==> src/rtl/alu_issue_stage_if.sv <==
// Issue-stage bundle: producer op handshake, alu32 operand/result path, debug read port.
interface alu_issue_stage_if #(
  parameter int W  = 32,
  parameter int AW = 3
);
  logic          in_valid;
  logic          in_ready;
  logic [3:0]    in_f;
  logic [AW-1:0] in_rd;
  logic [AW-1:0] in_rs1;
  logic [AW-1:0] in_rs2;
  logic          in_imm_en;
  logic [W-1:0]  in_imm;
  logic [W-1:0]  alu_a;
  logic [W-1:0]  alu_b;
  logic [3:0]    alu_f;
  logic [W-1:0]  alu_y;
  logic [AW-1:0] dbg_addr;
  logic [W-1:0]  dbg_data;

  modport master (
    output in_valid, in_f, in_rd, in_rs1, in_rs2, in_imm_en, in_imm, alu_y, dbg_addr,
    input  in_ready, alu_a, alu_b, alu_f, dbg_data
  );

  modport slave (
    input  in_valid, in_f, in_rd, in_rs1, in_rs2, in_imm_en, in_imm, alu_y, dbg_addr,
    output in_ready, alu_a, alu_b, alu_f, dbg_data
  );
endinterface

==> src/rtl/alu_issue_stage.sv <==
// Operand issue into alu32 with RAW scoreboard and 2-edge writeback of alu_y.
// Optional BYPASS_EN: forward alu_y to sources matching the pending writeback.
module alu_issue_rdport #(
  parameter int W    = 32,
  parameter int NREG = 8,
  parameter int AW   = 3
) (
  input  logic [NREG-1:0][W-1:0] regs,
  input  logic [AW-1:0]          rs,
  input  logic                   s1_valid,
  input  logic [AW-1:0]          s1_rd,
  input  logic                   wb_valid,
  input  logic [AW-1:0]          wb_rd,
  output logic [W-1:0]           data,
  output logic                   s1_hit,
  output logic                   wb_hit
);
  logic rs_nz;

  // r0 never matches anything: it reads as zero and is never written
  assign rs_nz  = (rs != '0);
  assign data   = rs_nz ? regs[rs] : '0;
  assign s1_hit = rs_nz && s1_valid && (s1_rd == rs);
  assign wb_hit = rs_nz && wb_valid && (wb_rd == rs);
endmodule

module alu_issue_stage #(
  parameter int W    = 32,
  parameter int NREG = 8,
  parameter int AW   = 3
) (
  input  logic             clk,
  input  logic             rst,
  alu_issue_stage_if.slave bus
);
  localparam int NPORT  = 2;
  localparam int STAGES = 1;
`ifdef BYPASS_EN
  localparam bit BYPASS = 1'b1;
`else
  localparam bit BYPASS = 1'b0;
`endif

  typedef struct packed {
    logic [3:0]    f;
    logic [AW-1:0] rd;
    logic          imm_en;
    logic [W-1:0]  imm;
  } req_t;

  req_t                        req;
  logic [NREG-1:0][W-1:0]      regs;
  logic [NPORT-1:0][AW-1:0]    rs;
  logic [NPORT-1:0]            used;
  logic [NPORT-1:0]            s1_hit;
  logic [NPORT-1:0]            wb_hit;
  logic [NPORT-1:0]            hazard;
  logic [NPORT-1:0][W-1:0]     raw;
  logic [NPORT-1:0][W-1:0]     src;
  // vld_pipe[0] = s1_valid (op in alu32), vld_pipe[1] = wb_valid (result due next edge)
  logic [STAGES:0]             vld_pipe;
  logic [AW-1:0]               s1_rd;
  logic [AW-1:0]               wb_rd;
  logic [W-1:0]                alu_a_q;
  logic [W-1:0]                alu_b_q;
  logic [3:0]                  alu_f_q;
  logic                        accept;

  assign req    = '{f: bus.in_f, rd: bus.in_rd, imm_en: bus.in_imm_en, imm: bus.in_imm};
  assign rs     = {bus.in_rs2, bus.in_rs1};
  assign used   = {~req.imm_en, 1'b1};

  generate
    for (genvar p = 0; p < NPORT; p++) begin : g_port
      alu_issue_rdport #(.W(W), .NREG(NREG), .AW(AW)) u_port (
        .regs     (regs),
        .rs       (rs[p]),
        .s1_valid (vld_pipe[0]),
        .s1_rd    (s1_rd),
        .wb_valid (vld_pipe[1]),
        .wb_rd    (wb_rd),
        .data     (raw[p]),
        .s1_hit   (s1_hit[p]),
        .wb_hit   (wb_hit[p])
      );
      // with forwarding the writeback stage is no longer a hazard
      assign hazard[p] = used[p] & (s1_hit[p] | (~BYPASS & wb_hit[p]));
      assign src[p]    = (BYPASS && wb_hit[p]) ? bus.alu_y : raw[p];
    end
  endgenerate

  assign bus.in_ready = ~|hazard;
  assign accept       = bus.in_valid & bus.in_ready;

  always_ff @(posedge clk or posedge rst) begin
    if (rst) begin
      vld_pipe <= '0;
      s1_rd    <= '0;
      wb_rd    <= '0;
      alu_a_q  <= '0;
      alu_b_q  <= '0;
      alu_f_q  <= '0;
      regs     <= '0;
    end else begin
      vld_pipe[0] <= accept;
      vld_pipe[1] <= vld_pipe[0] && (s1_rd != '0);
      wb_rd       <= s1_rd;
      if (accept) begin
        s1_rd   <= req.rd;
        alu_a_q <= src[0];
        alu_b_q <= req.imm_en ? req.imm : src[1];
        alu_f_q <= req.f;
      end
      if (vld_pipe[1]) regs[wb_rd] <= bus.alu_y;
    end
  end

  assign bus.alu_a    = alu_a_q;
  assign bus.alu_b    = alu_b_q;
  assign bus.alu_f    = alu_f_q;
  assign bus.dbg_data = regs[bus.dbg_addr];
endmodule
==> src/flat_wrapper.sv <==
// flat-port wrapper written by rule: the top's interface ports become plain ports
module alu_issue_stage_flat 
#(
  parameter int W    = 32,
  parameter int NREG = 8,
  parameter int AW   = 3
)
  (clk, rst, bus_in_valid, bus_in_f, bus_in_rd, bus_in_rs1, bus_in_rs2, bus_in_imm_en, bus_in_imm, bus_alu_y, bus_dbg_addr, bus_in_ready, bus_alu_a, bus_alu_b, bus_alu_f, bus_dbg_data);
  alu_issue_stage_if #(.W(W), .AW(AW)) bus_i ();
  input  logic clk;
  input  logic rst;
  input wire logic [$bits(bus_i.in_valid)-1:0] bus_in_valid;
  input wire logic [$bits(bus_i.in_f)-1:0] bus_in_f;
  input wire logic [$bits(bus_i.in_rd)-1:0] bus_in_rd;
  input wire logic [$bits(bus_i.in_rs1)-1:0] bus_in_rs1;
  input wire logic [$bits(bus_i.in_rs2)-1:0] bus_in_rs2;
  input wire logic [$bits(bus_i.in_imm_en)-1:0] bus_in_imm_en;
  input wire logic [$bits(bus_i.in_imm)-1:0] bus_in_imm;
  input wire logic [$bits(bus_i.alu_y)-1:0] bus_alu_y;
  input wire logic [$bits(bus_i.dbg_addr)-1:0] bus_dbg_addr;
  output wire logic [$bits(bus_i.in_ready)-1:0] bus_in_ready;
  output wire logic [$bits(bus_i.alu_a)-1:0] bus_alu_a;
  output wire logic [$bits(bus_i.alu_b)-1:0] bus_alu_b;
  output wire logic [$bits(bus_i.alu_f)-1:0] bus_alu_f;
  output wire logic [$bits(bus_i.dbg_data)-1:0] bus_dbg_data;
  assign bus_i.in_valid = bus_in_valid;
  assign bus_i.in_f = bus_in_f;
  assign bus_i.in_rd = bus_in_rd;
  assign bus_i.in_rs1 = bus_in_rs1;
  assign bus_i.in_rs2 = bus_in_rs2;
  assign bus_i.in_imm_en = bus_in_imm_en;
  assign bus_i.in_imm = bus_in_imm;
  assign bus_i.alu_y = bus_alu_y;
  assign bus_i.dbg_addr = bus_dbg_addr;
  assign bus_in_ready = bus_i.in_ready;
  assign bus_alu_a = bus_i.alu_a;
  assign bus_alu_b = bus_i.alu_b;
  assign bus_alu_f = bus_i.alu_f;
  assign bus_dbg_data = bus_i.dbg_data;
  alu_issue_stage #(.W(W), .NREG(NREG), .AW(AW)) u_core (.clk(clk), .rst(rst), .bus(bus_i));
endmodule
==> config.mk <==
export PLATFORM = sky130hd
export DESIGN_NAME = alu_issue_stage_flat
export DESIGN_NICKNAME = d
export VERILOG_FILES = /design/src/rtl/alu_issue_stage_if.sv /design/src/rtl/alu_issue_stage.sv /design/src/flat_wrapper.sv
export SDC_FILE = /design/constraint.sdc
export NUM_CORES = 1
export LEC_CHECK = 0
export ABC_AREA = 1
export CORE_ASPECT_RATIO = 1.25
export CORE_MARGIN = 2
export CORE_UTILIZATION = 40
export DETAILED_ROUTE_END_ITERATION = 10
export GPL_ROUTABILITY_DRIVEN = 0
export PLACE_DENSITY_LB_ADDON = 0.25
export SLEW_MARGIN = 20
export SYNTH_ARGS = -nofsm -noshare
export SYNTH_HDL_FRONTEND = slang
export SYNTH_SLANG_ARGS = --single-unit
export TNS_END_PERCENT = 1
==> constraint.sdc <==
create_clock -name clk -period 11.7 [get_ports clk]
set_input_delay 1.17 -clock clk [delete_from_list [all_inputs] [get_ports clk]]
set_output_delay 1.17 -clock clk [all_outputs]
set_load 0.02 [all_outputs]
==> flow_summary.yaml, run 1 <==
clocking:
  clock_latency_ns: 0.55
  cts_setup_buffers: 0
  cts_buffers: 37
  clk_pin_slew_ns: 0.06
  ctsHoldBuffers: 0
  clkSinkCount: 332
  post_cts_resized: 0
  root_buffer: "clkbuf_16"
  cts_tree: "done"
  cts_max_level: 2
  cts_buffer_depth: 3
sta:
  fmax_mhz: 173.9
  finalMaxSlewViolations: 0
  tns_ns: 0
  setup_viol: 0
  relSlewSlack_pct: 18.94
  tightest_slew_ns: 1.213
  skew_ns: 0.01450
  rsz0062_at_grt: "no"
  period_needed_ns: 5.750
  final-hold-violation-count: 0
  fin_crit_sh_pct: 49.15
worst_setup_path:
  path_max_fanout: 73
  criticalPathCategory: "primary input to output port"
  worstPathRequired_ns: 10.53
  ff2ff_path_depth: 12
  rrSetupSlack_ns: 8.59
  critical_path_arrival_ns: 4.58
  start_kind: "primary input"
  end_kind: "output port"
  regToRegEndpoint: "u_core.bus.alu_a[18]$_DFFE_PP0P_"
  worstReg2RegStart: "u_core.wb_rd[2]$_DFF_PP0_"
die:
  dieHeight_um: 249.3
  ioPinCount: 185
  num_rows: 89
  dieArea_um2: 49910
  die_w_um: 200.2
  core_um2: 47330
  start_util_pct: 40.68
grt:
  antenna_found_initial: 1
  gr-total-overflow: 0
  grt_pass1_wl_um: 111300
  grt_pass1_vias: 19200
  grt_max_degree: 119
  grt_usage_pct: 28.54
pwr:
  ir_drop_v: 0.0001051
  power.density_nw_per_um2: 234.6
  total_power_w: 0.005296
  total_leakage_power_nw: 11.29
logic_synthesis:
  synth-warning-count: 0
  ys_seq_area_share_pct: 43.15
  netlist_instances: 2853
  synth_cell_types: 18
  syn_nets: 2937
  synth-seq-cells: 332
  syn_avg_cell_area_um2: 6.748
  synth_area_um2: 19250
hold_path:
  worstHoldStart: "u_core.bus.alu_b[11]$_DFFE_PP0P_"
  hold_class: "flip-flop to flip-flop"
  hold_depth: 2
  hold_end: "u_core.bus.alu_b[11]$_DFFE_PP0P_"
placement:
  hpwlAfterDp_um: 44230
  dp_cells: 3495
  port_buffers: 184
route:
  vias: 19920
  routed_wl_um: 72060
  dr.pass1.iters: 6
  drt_iter0_markers: 2083
  via_per_inst: 5.594
  ant_nets: 0
  drcViolationCount: 0
  avgRoutedWirePerCell_um: 20.24
finish:
  final_cell_mix: "nand2_1 (1015), o21ai_0 (450), dfrtp_1 (332)"
  drive_above_1_share_pct: 4.276
  area_growth_pct: 17.25
  fillers: 4743
  nNetsFinal: 2981
  fin_cells: 3561
  final_common_cell: "nand2_1"
run_status:
  status: "finished clean"
flow_run:
  maxCapViolCount: 0
## synth_stat cells, drive strengths merged
cell	number	area [um2]
o21ai	450	2252
nor3	1	10.01
nand3	244	1226
nand2	1023	3845
nand4	71	444.2
nor2	49	183.9
clkbuf	145	544.3
dfrtp	332	8308
buf	69	320.3
o211ai	30	225.2
a21oi	128	640.6
a31oi	34	212.7
inv	277	1040
## cells by family (layout without fill, tap and decap cells)
family	Yosys count	in the layout	share of synthesized area (%)
compound gates	642	642	17.30
buf+inv	491	561	9.891
flops	332	332	43.15
other cells	0	1	0
simple gates	1388	1388	29.65
## worst max-delay path by stage
stage / start / slack (ns) / end / cells past startpoint
after floorplan: rst / 1.33 / u_core.bus.alu_a[0]$_DFFE_PP0P_ / 1
after global routing: bus_in_rs2[0] / 5.71 / bus_in_ready / 14
final: bus_in_rs2[0] / 5.95 / bus_in_ready / 14
after detailed placement: bus_in_rs2[0] / 6.01 / bus_in_ready / 14
after CTS: bus_in_rs2[0] / 6.00 / bus_in_ready / 14
after global placement: bus_in_rs2[0] / 6.00 / bus_in_ready / 14
## registers in the layout, summed over array words and instances, names as in the netlist
register          count
u_core.s1_rd          3
u_core.bus.alu_f      4
u_core.vld_pipe       2
u_core.regs         256
u_core.bus.alu_b     32
u_core.bus.alu_a     32
u_core.wb_rd          3
## metal layers
| metal | global-route usage (%) | vias up | wire (um) |
|---|---|---|---|
| met5 | 0 | - | 0 |
| met3 | 3.689 | 230 | 4952 |
| li1 | - | 9338 | - |
| met2 | 46.64 | 903 | 33740 |
| met4 | 20.51 | 0 | 5401 |
| met1 | 34.79 | 9448 | 27960 |
## critical path, cell delays in order
cell	delay, ns
buf_4	0.24
inv_2	0.10
buf_4	0.49
buf_4	0.69
nand2_1	0.10
nand2_1	0.10
nor2_1	0.05
nand2_1	0.08
nand2_1	0.07
nand2_2	0.05
buf_4	0.61
nand2_1	0.10
inv_1	0.08
clkdlybuf4s50_1	0.59
## area by class of cell
class | instances | area, um2 | share of cell area [%]
Tap cell | 637 | 797.0 | 3.531
Clock inverter | 11 | 112.6 | 0.4989
Clock buffer | 54 | 1142 | 5.061
Multi-Input combinational cell | 2030 | 9081 | 40.23
Timing Repair Buffer | 219 | 2081 | 9.218
Antenna cell | 1 | 2.502 | 0.01109
Inverter | 277 | 1049 | 4.645
Sequential cell | 332 | 8308 | 36.81
## stage by stage
| step | util (%) | setup WS [ns] | hold WS [ns] | cell area (um2) |
|---|---|---|---|---|
| 3_3_place_gp | 45.03 | 6.000 | 0.4572 | 21310 |
| 2_1_floorplan | - | 1.334 | 0.3946 | 19250 |
| 6_report | 47.70 | 5.950 | 0.4772 | 22570 |
| 5_1_grt | 47.70 | 5.707 | 0.4862 | 22570 |
| 3_5_place_dp | 45.03 | 6.009 | 0.4653 | 21310 |
| 4_1_cts | 47.68 | 6.002 | 0.4791 | 22570 |
## where the power goes
group	switching, W	total (W)	internal (W)
Combinational	0.00129	0.00203	0.000744
Sequential	0.000363	0.00205	0.00169
Clock	0.000488	0.00121	0.000721
Total	0.00214	0.00530	0.00316
(Power assumes the default switching activity.)
==> run 2: changes to the inputs <==
Clock period 11.7 ns to 4.74 ns, I/O delays scaled along.
==> flow_summary.yaml, run 2 (same netlist as run 1, synthesis figures left out) <==
grt:
  grt_pass1_wl_um: 112700
  antenna_found_initial: 0
  gr-total-overflow: 0
  grt_usage_pct: 28.72
  grt_max_degree: 133
  grt_pass1_vias: 19960
clocking:
  ctsHoldBuffers: 0
  cts_buffers: 39
  clkSinkCount: 332
  cts_max_level: 2
  root_buffer: "clkbuf_16"
  clock_latency_ns: 0.55
  cts_buffer_depth: 3
  clk_pin_slew_ns: 0.06
  cts_setup_buffers: 0
  cts_tree: "done"
  post_cts_resized: 0
finish:
  fin_cells: 3572
  area_growth_pct: 17.94
  largest_register_ffs: 256
  largest_register: "u_core.regs"
  final_common_cell: "nand2_1"
  final_cell_mix: "nand2_1 (1014), o21ai_0 (450), dfrtp_1 (332)"
  diodes: 0
  final_area_um2: 22710
  nNetsFinal: 2990
  fin_util_pct: 47.98
  drive_above_1_share_pct: 4.566
sta:
  fin_crit_sh_pct: 74.99
  fmax_mhz: 281.3
  final-hold-violation-count: 0
  setup_viol: 0
  tns_ns: 0
  skew_ns: 0.01488
  finalMaxSlewViolations: 0
  tightest_slew_ns: 1.034
  rsz0062_at_grt: "no"
  hold_ws_ns: 0.3396
  relSlewSlack_pct: 31.08
  period_needed_ns: 3.555
worst_setup_path:
  cp_top_family: "buffers and inverters"
  cp_slowest_cell: "clkdlybuf4s50_1"
  start_kind: "primary input"
  path_cells: "buf_4 > buf_4 > buf_4 > o21ai_0 > nand2_1 > nor2_1 > a31oi_1 > clkdlybuf4s50_1"
  criticalPathCategory: "primary input to output port"
  worstPathRequired_ns: 4.27
  crit_top_cell: "buf_4"
  path_max_fanout: 55
  critical_path_arrival_ns: 3.08
  cpPeakStageDelay_ns: 0.68
  crit_buf_inv: 4
  end_kind: "output port"
placement:
  port_buffers: 184
  hpwlAfterDp_um: 44970
  dp_cells: 3502
  dpl_cell_area_um2: 21420
route:
  dr.pass1.iters: 8
  ant_nets: 0
  via_per_inst: 5.596
  drcViolationCount: 0
  drt_iter0_markers: 1947
  routed_wl_um: 72170
  avgRoutedWirePerCell_um: 20.20
  vias: 19990
run_status:
  status: "finished clean"
die:
  dieArea_um2: 49910
  start_util_pct: 40.68
  core_um2: 47330
  ioPinCount: 185
  num_rows: 89
  die_w_um: 200.2
  dieHeight_um: 249.3
hold_path:
  hold_class: "primary input to async pin"
pwr:
  power.density_nw_per_um2: 578.6
  ir_drop_v: 0.0002378
  total_leakage_power_nw: 11.35
flow_run:
  maxCapViolCount: 0
## run 2: path summary, 6_finish.rpt
check,end,cells after the start,slack (ns),from
setup / recovery,bus_dbg_data[18],8,1.19,bus_dbg_addr[0]
hold / removal,u_core.regs[245]$_DFFE_PP0P_,2,0.34,rst
setup reg to reg,u_core.bus.alu_a[0]$_DFFE_PP0P_,11,2.13,u_core.wb_rd[2]$_DFF_PP0_
hold reg to reg,u_core.wb_rd[2]$_DFF_PP0_,0,0.46,u_core.s1_rd[2]$_DFFE_PP0P_
max in group asynchronous,u_core.bus.alu_a[2]$_DFFE_PP0P_,3,3.31,rst
min in group clk,u_core.wb_rd[2]$_DFF_PP0_,0,0.46,u_core.s1_rd[2]$_DFFE_PP0P_
## run 2: final cells by class
| class | count | area, um2 |
|---|---|---|
| clock buffers | 58 | 1170 |
| clock inverters | 12 | 115.1 |
| fillers | 4771 | 24620 |
| inverters | 277 | 1045 |
| multi-input cells | 2030 | 9079 |
| flip-flops and latches | 332 | 8308 |
| well taps | 637 | 797.0 |
| repair buffers | 226 | 2192 |
## run 2: layer usage
layer	wire, um	share of wire, %	track usage [%]	vias up
li1	-	-	-	9358
met4	5974	8.3	22.30	0
met1	27470	38	33.65	9401
met3	5033	7.0	4.069	265
met2	33680	47	47.51	964
met5	0	0	0	-
## run 2: through the flow
| step | power (W) | setup WS (ns) |
|---|---|---|
| after detailed placement | 0.01007 | 1.158 |
| after floorplan | 0.008191 | -0.1686 |
| after global placement | 0.009903 | 1.157 |
| final | 0.01314 | 1.185 |
| after global routing | 0.01411 | 0.9991 |
| after CTS | 0.01315 | 1.152 |
## run 2: power by group
group	switching, W	leakage, nW	internal, W
sequential	0.000908	4.00	0.00418
clock	0.00122	0.633	0.00181
combinational	0.00317	6.72	0.00185
total	0.00530	11.3	0.00784
==> run 3: changes to the inputs <==
Clock period 4.74 ns to 3.3 ns, I/O delays scaled along.
==> flow_summary.yaml, run 3 (same netlist as run 1, synthesis figures left out) <==
run_status:
  status: "finished clean"
finish:
  area_growth_pct: 18.98
  fillers: 4726
  final_common_cell: "nand2_1"
  largest_register_ffs: 256
  fin_util_pct: 48.40
  largest_register: "u_core.regs"
  final_cell_mix: "nand2_1 (1015), o21ai_0 (450), dfrtp_1 (332)"
  nNetsFinal: 3006
  drive_above_1_share_pct: 5.354
worst_setup_path:
  criticalPathCategory: "primary input to output port"
  cp_slowest_cell: "clkdlybuf4s50_1"
  cpPeakStageDelay_ns: 0.69
  worstPathRequired_ns: 2.97
  cp_top_family: "buffers and inverters"
  end_kind: "output port"
  start_kind: "primary input"
  crit_top_cell: "buf_4"
  critical_path_arrival_ns: 2.62
  path_cells: "buf_4 > clkinv_2 > buf_4 > a21oi_1 > o21ai_0 > nand2_1 > nor2_1 > a31oi_1 > clkdlybuf4s50_1"
  path_max_fanout: 26
  crit_buf_inv: 4
pwr:
  total_leakage_power_nw: 11.48
  power.density_nw_per_um2: 828.7
  ir_drop_v: 0.0003801
grt:
  grt_usage_pct: 29.14
  grt_pass1_vias: 19940
  grt_max_degree: 132
  antenna_found_initial: 1
  gr-total-overflow: 0
  grt_pass1_wl_um: 114300
clocking:
  cts_buffers: 37
  cts_max_level: 2
  post_cts_resized: 0
  cts_buffer_depth: 3
  cts_tree: "done"
  clock_latency_ns: 0.57
  cts_setup_buffers: 0
  clk_pin_slew_ns: 0.06
  ctsHoldBuffers: 0
  root_buffer: "clkbuf_16"
  clkSinkCount: 332
die:
  num_rows: 89
  start_util_pct: 40.68
  dieHeight_um: 249.3
  die_w_um: 200.2
  core_um2: 47330
  dieArea_um2: 49910
  ioPinCount: 185
sta:
  rsz0062_at_grt: "no"
  skew_ns: 0.02422
  fin_ws_ns: 0.3517
  fin_crit_sh_pct: 89.34
  final-hold-violation-count: 0
  fmax_mhz: 339.2
  setup_viol: 0
  tightest_slew_ns: 1.035
  period_needed_ns: 2.948
  finalMaxSlewViolations: 0
  relSlewSlack_pct: 30.98
flow_run:
  maxCapViolCount: 0
route:
  avgRoutedWirePerCell_um: 20.39
  via_per_inst: 5.609
  ant_nets: 0
  vias: 20130
  drt_iter0_markers: 2270
  routed_wl_um: 73170
  dr.pass1.iters: 5
  drcViolationCount: 0
placement:
  port_buffers: 184
  preCtsSetupSlack_ns: 0.3740
  hpwlAfterDp_um: 46380
hold_path:
  hold_class: "primary input to async pin"
## run 3: changes by cell type in the layout (fill, tap and decap cells not counted), moves of 2 or more
| cell | delta |
|---|---|
| clkbuf_8 | +3 |
| clkdlybuf4s50_1 | -6 |
| clkbuf_1 | -4 |
| clkbuf_16 | -2 |
| buf_4 | +18 |
| buf_12 | +6 |
| nand2_2 | -2 |
## run 3: layout make-up
class | instances | area [um2] | share of cell area, %
antenna | 1 | 2.502 | 0.01092
clock buffer | 55 | 1146 | 5.004
clock inverter | 13 | 146.4 | 0.6391
inverter | 277 | 1045 | 4.561
multi-input combinational | 2030 | 9074 | 39.61
sequential | 332 | 8308 | 36.27
tap | 637 | 797.0 | 3.480
timing repair buffer | 244 | 2387 | 10.42
## run 3: stage by stage
stage	TNS (ns)	hold WS, ns	area (um2)	cells	total power [W]
final	0	0.2425	22910	3589	0.01898
after global routing	0	0.2690	22910	3589	0.02041
after CTS	0	0.2443	22900	3588	0.01897
after detailed placement	0	0.4445	21610	3520	0.01450
after global placement	0	0.4522	21610	3520	0.01426
after floorplan	-486.26	0.3946	19260	2853	0.01177
## run 3: worst register-to-register path, stage by stage, from the launching register on
cell     delay (ns)
dfrtp_1        0.45
inv_1          0.20
nand2_1        0.07
nand2_1        0.07
nor2_1         0.04
nand2_1        0.06
nand2_1        0.06
nand2_2        0.07
buf_4          0.45
nand3_2        0.15
buf_4          0.31
nand2_1        0.13
nand2_1        0.08
## run 3: where the power goes
part | switching [W] | total, W | internal, W
sequential | 0.00132 | 0.00732 | 0.00600
combinational | 0.00455 | 0.00723 | 0.00267
clock | 0.00179 | 0.00444 | 0.00264
total | 0.00767 | 0.0190 | 0.0113
## run 3: per-layer routing
metal / vias to the layer above / wire, um / GRT usage [%]
met5: - / 0 / 0
met4: 0 / 6286 / 23.28
met3: 269 / 5511 / 4.657
met2: 1000 / 33480 / 46.46
met1: 9484 / 27890 / 35.02
li1: 9376 / - / -
## run 3: final timing paths
path,start,endpoint,slack [ns],cells past startpoint
setup / recovery,bus_dbg_addr[0],bus_dbg_data[18],0.35,9
hold / removal,rst,u_core.regs[84]$_DFFE_PP0P_,0.24,2
setup reg to reg,u_core.wb_rd[2]$_DFF_PP0_,u_core.bus.alu_b[5]$_DFFE_PP0P_,1.05,12
hold reg to reg,u_core.s1_rd[2]$_DFFE_PP0P_,u_core.wb_rd[2]$_DFF_PP0_,0.46,0
max in group asynchronous,rst,u_core.regs[233]$_DFFE_PP0P_,2.14,3
min in group clk,bus_in_valid,u_core.bus.alu_b[19]$_DFFE_PP0P_,0.26,3
